File: src/rtl/perf_event_counters.sv
// Performance event counter bank: per-channel event counters plus a cycle counter,
// freeze-on-halt, sticky overflow flags and a registered one-cycle read port.
module perf_event_counters #(
    parameter int NUM_EVT  = 5,
    parameter int CNT_W    = 32,
    parameter bit SATURATE = 1'b0,
    parameter int IDX_W    = $clog2(NUM_EVT + 1)
) (
    input  logic               clk,
    input  logic               rst,
    input  logic [NUM_EVT-1:0] evt,
    input  logic               count_en,
    input  logic               halt,
    input  logic               clr,
    input  logic               rd_req,
    input  logic [IDX_W-1:0]   rd_idx,
    output logic               rd_valid,
    output logic [CNT_W-1:0]   rd_data,
    output logic [NUM_EVT:0]   ovf,
    output logic               frozen
);

    typedef enum logic [0:0] {
        ST_RUN    = 1'b0,
        ST_FROZEN = 1'b1
    } state_t;

    state_t             r_state;
    logic               r_frozen;
    logic [NUM_EVT:0]   r_ovf;
    logic [CNT_W-1:0]   r_cnt [NUM_EVT+1];
    logic               r_rd_valid;
    logic [CNT_W-1:0]   r_rd_data;

    logic               w_count;
    logic [NUM_EVT:0]   w_inc;
    logic [CNT_W:0]     w_next [NUM_EVT+1];
    logic [CNT_W-1:0]   w_rd_sel;

    // Returns {overflow, next_value}; overflow means all-ones plus an increment.
    function automatic logic [CNT_W:0] bump(input logic [CNT_W-1:0] v, input logic inc);
        logic [CNT_W:0] res;
        if (inc && (&v)) begin
            res = {1'b1, (SATURATE ? v : {CNT_W{1'b0}})};
        end else begin
            res = {1'b0, v + {{(CNT_W-1){1'b0}}, inc}};
        end
        return res;
    endfunction

    // Increment vector: the cycle counter sits at index NUM_EVT.
    always_comb begin
        w_count = (r_state == ST_RUN) && count_en;
        w_inc   = {w_count, evt & {NUM_EVT{w_count}}};
    end

    // Next value and overflow bit of every counter.
    always_comb begin
        for (int i = 0; i <= NUM_EVT; i++) begin
            w_next[i] = bump(r_cnt[i], w_inc[i]);
        end
    end

    // Read mux; indices beyond the cycle counter match nothing and read zero.
    always_comb begin
        w_rd_sel = {CNT_W{1'b0}};
        for (int i = 0; i <= NUM_EVT; i++) begin
            w_rd_sel = w_rd_sel | ((rd_idx == IDX_W'(i)) ? r_cnt[i] : {CNT_W{1'b0}});
        end
    end

    // Counters, overflow flags and the RUN/FROZEN state machine; clr outranks halt and events.
    always_ff @(posedge clk) begin
        if (!rst || clr) begin
            r_state  <= ST_RUN;
            r_frozen <= 1'b0;
            r_ovf    <= {(NUM_EVT+1){1'b0}};
            for (int i = 0; i <= NUM_EVT; i++) begin
                r_cnt[i] <= {CNT_W{1'b0}};
            end
        end else begin
            for (int i = 0; i <= NUM_EVT; i++) begin
                r_cnt[i] <= w_next[i][CNT_W-1:0];
                r_ovf[i] <= r_ovf[i] | w_next[i][CNT_W];
            end
            case (r_state)
                ST_RUN: begin
                    if (halt) begin
                        r_state  <= ST_FROZEN;
                        r_frozen <= 1'b1;
                    end else begin
                        r_state  <= ST_RUN;
                        r_frozen <= 1'b0;
                    end
                end
                ST_FROZEN: begin
                    r_state  <= ST_FROZEN;
                    r_frozen <= 1'b1;
                end
                default: begin
                    r_state  <= ST_RUN;
                    r_frozen <= 1'b0;
                end
            endcase
        end
    end

    // Read port samples pre-update counter values, so a read in a clr cycle sees the old count.
    always_ff @(posedge clk) begin
        if (!rst) begin
            r_rd_valid <= 1'b0;
            r_rd_data  <= {CNT_W{1'b0}};
        end else begin
            r_rd_valid <= rd_req;
            if (rd_req) begin
                r_rd_data <= w_rd_sel;
            end else begin
                r_rd_data <= r_rd_data;
            end
        end
    end

    assign rd_valid = r_rd_valid;
    assign rd_data  = r_rd_data;
    assign ovf      = r_ovf;
    assign frozen   = r_frozen;

endmodule

File: config.mk
export PLATFORM = sky130hd
export DESIGN_NAME = perf_event_counters
export DESIGN_NICKNAME = d
export VERILOG_FILES = /design/src/rtl/perf_event_counters.sv
export SDC_FILE = /design/constraint.sdc
export NUM_CORES = 1
export LEC_CHECK = 0
export ABC_AREA = 1
export BUFFER_PORTS_ARGS = -buffer_cell sky130_fd_sc_hd__buf_2
export CORE_MARGIN = 3
export CORE_UTILIZATION = 57
export CTS_CLUSTER_DIAMETER = 30
export DETAILED_ROUTE_END_ITERATION = 7
export PLACE_DENSITY = 0.85
export SETUP_SLACK_MARGIN = 0.05
export SLEW_MARGIN = 20
export SYNTH_ARGS = -nofsm -noshare
export SYNTH_HDL_FRONTEND = slang
export SYNTH_SLANG_ARGS = --single-unit
export TNS_END_PERCENT = 20
File: constraint.sdc
create_clock -name clk -period 1.72 [get_ports clk]
set_input_delay 0.172 -clock clk [delete_from_list [all_inputs] [get_ports clk]]
set_output_delay 0.172 -clock clk [all_outputs]
set_load 0.005 [all_outputs]
==> results.json <==
{
  "synth-seq-cells": 232,
  "timing.final.crit_share": 1.09,
  "crit_arrival_ns": 2.38,
  "vias_per_cell": 5.79,
  "syn_area_per_cell_um2": 5.95,
  "fin_cells": 2799,
  "rows": 55,
  "crit_type": "reg2reg",
  "dieArea_mm2": 0.0251,
  "synthCells": 2223,
  "setup.worst_path.end_class": "flip-flop",
  "areaGrowthSynthToFinish_pct": 36.9,
  "status": "finished with violations",
  "crit_required_ns": 2.22,
  "timing.final.ws_setup_ns": -0.160,
  "relSlewSlack": 0.482,
  "routedWlPerCell_um": 18.5,
  "path_cells": "inv_2 > nand2_4 > inv_8 > ha_2 > ha_2 > inv_1 > nor2_4 > nand3_2 > buf_4 > xor2_1 > nor2_1",
  "p_per_area_mw_per_mm2": 949,
  "grt_use_total": 0.386,
  "grt_max_degree": 34,
  "worst_pin_slew_ns": 0.776,
  "grt_first_pass_wirelength_um": 75800,
  "gp_congestion": 1.10,
  "rsz0062_at_grt": "true",
  "synth_nets": 2252,
  "violations": "negative setup slack",
  "fillCellCount": 1528,
  "clockBufferDepth": 3,
  "final_common_cell": "nand2_1",
  "crit_slowest_cell": "dfxtp_2",
  "cts_tree": "done",
  "core_area_mm2": 0.0227,
  "cts_max_level": 2,
  "vdd_drop_max_uv": 993,
  "fmax_mhz": 532,
  "fin_crit_ns": 1.88,
  "grt_pass1_vias": 14765,
  "place_inst": 2678,
  "synth_area_mm2": 0.0132,
  "clkTransAtPathRegs_ns": 0.05,
  "diodes": 0,
  "num-nets-final": 2497,
  "clock_latency_ns": 0.57,
  "die_y_um": 158,
  "setup_viol": 71,
  "finClkSkew_ns": 0.0248,
  "dp_hpwl_um": 36600,
  "final_cell_mix": "592 x nand2_1, 446 x nor2_1, 267 x inv_1",
  "worstPathMaxFanout": 4,
  "wirelength_um": 51800,
  "placed_area_mm2": 0.0151,
  "initial_utilization": 0.582,
  "die_w_um": 158,
  "drive_gt1_frac": 0.207,
  "final_hold_viol_count": 0,
  "yosys_warnings": 0,
  "vias": 16210,
  "cts-root-buf": "clkbuf_16",
  "port_buffers": 53,
  "slew_viol_final": 0,
  "numCtsBuffers": 55,
  "yosys.cell_types.count": 26,
  "seq_area_frac_synth": 0.351,
  "grt_overflow": 0,
  "drtIter0Drc": 2118,
  "fin_area_mm2": 0.0181,
  "drtAntennaViolNets": 0,
  "startpoint_type": "flip-flop",
  "drc": 0,
  "min_path_type": "in2reg",
  "firstDrtPassIters": 6,
  "max_stage_delay_ns": 0.32,
  "io_pins": 54,
  "critPathMostFrequentCell": "ha_2",
  "grt_antenna_before_repair": 2,
  "leakagePower_nw": 6.09,
  "cts.sinks": 232,
  "drv_cap": 0
}
what timing repair did:
action / in CTS / in global routing
pin swaps: 45 / 77
cloned: 0 / 2
endpoints found under the hold margin: 2 / 0
setup endpoints to repair: 142 / 185
gates resized for setup: 101 / 151
hold buffers: 2 / 0
setup buffers: 5 / 9
power breakdown:
| part | leakage, nW | internal, mW | switching, mW |
|---|---|---|---|
| clock | 0.978 | 7.72 | 3.38 |
| combinational | 3.23 | 0.220 | 0.380 |
| sequential | 1.88 | 5.44 | 0.0397 |
final cells by class:
class / count / area (um^2) / share of cell area
Inverter: 289 / 1100 / 0.0610
Clock inverter: 31 / 420 / 0.0232
Tap cell: 285 / 357 / 0.0197
Sequential cell: 232 / 4650 / 0.257
Timing Repair Buffer: 235 / 1870 / 0.103
Clock buffer: 72 / 1570 / 0.0868
Multi-Input combinational cell: 1655 / 8140 / 0.449
metal layers:
| metal | vias up | share of wire | global-route usage |
|---|---|---|---|
| li1 | 7443 | - | - |
| met5 | - | 0.00025 | 0 |
| met2 | 1080 | 0.44 | 0.609 |
| met1 | 7413 | 0.37 | 0.488 |
| met4 | 2 | 0.073 | 0.225 |
| met3 | 272 | 0.12 | 0.0840 |
worst max-delay path, delay by kind of cell, from the launching register on:
| family | cells | cell delay (ns) |
|---|---|---|
| buffers and inverters | 4 | 0.43 |
| DFF | 1 | 0.32 |
| xor gates and xnor gates | 1 | 0.13 |
| and+or+nand+nor | 4 | 0.53 |
| adders and majority gates | 2 | 0.39 |
per-stage QoR:
stage	power [mW]	setup TNS, ns	util	setup WS (ns)	hold WS [ns]
final	17.2	-3.30	0.798	-0.160	0.0790
after global routing	17.5	-11.75	0.798	-0.238	0.125
after CTS	17.1	-1.08	0.769	-0.0856	0.0702
after detailed placement	6.08	-12.08	0.663	-0.265	0.424
after global placement	6.07	-4.69	0.663	-0.158	0.413
after floorplan	5.83	0	-	0.0542	0.301
sequential cells by signal (all words and copies together) (netlist names):
signal and flops:
r_cnt 192, ovf 6, rd_valid 1, frozen 1
rd_data 32
final timing paths:
kind	startpoint	cells after the start	to	slack [ns]
setup / recovery	frozen	11	r_cnt[5][12]	-0.16
hold / removal	rst	5	r_cnt[0][19]	0.08
hold reg to reg	ovf[5]	2	ovf[5]	0.45
setup reg to reg	frozen	11	r_cnt[5][12]	-0.16
cells in the mapped netlist:
| library cell | instances | area, um^2 |
|---|---|---|
| a21oi_1 | 150 | 751 |
| and2_0 | 1 | 6.26 |
| buf_1 | 3 | 11.3 |
| buf_2 | 14 | 70.1 |
| buf_4 | 14 | 105 |
| buf_6 | 3 | 33.8 |
| clkbuf_1 | 13 | 48.8 |
| dfxtp_1 | 232 | 4640 |
| ha_1 | 15 | 188 |
| inv_1 | 288 | 1080 |
| inv_2 | 1 | 3.75 |
| nand2_1 | 624 | 2340 |
| nand2_2 | 3 | 18.8 |
| nand3_1 | 130 | 651 |
| nand3b_1 | 1 | 7.51 |
| nand4_1 | 12 | 75.1 |
| nor2_1 | 516 | 1940 |
| nor2_2 | 10 | 62.6 |
| nor2_4 | 1 | 11.3 |
| nor3_1 | 28 | 140 |
| o211a_1 | 4 | 40.0 |
| o21ai_0 | 82 | 410 |
| o21ai_1 | 4 | 20.0 |
| o22ai_1 | 31 | 194 |
| or2_2 | 1 | 6.26 |
| xor2_1 | 42 | 368 |
cells by family (layout without fill, tap and decap cells):
group                    Yosys count  after routing  share of synthesized area
buffers and inverters            336            627                      0.102
AO/OA/AOI/OAI                    271            271                      0.107
AND/OR/NAND/NOR                 1327           1327                      0.398
XOR/XNOR                          42             42                     0.0278
adder cells (fa/ha/maj)           15             15                     0.0142
flip-flops                       232            232                      0.351
Note: power is estimated with default switching activity, not from simulation.
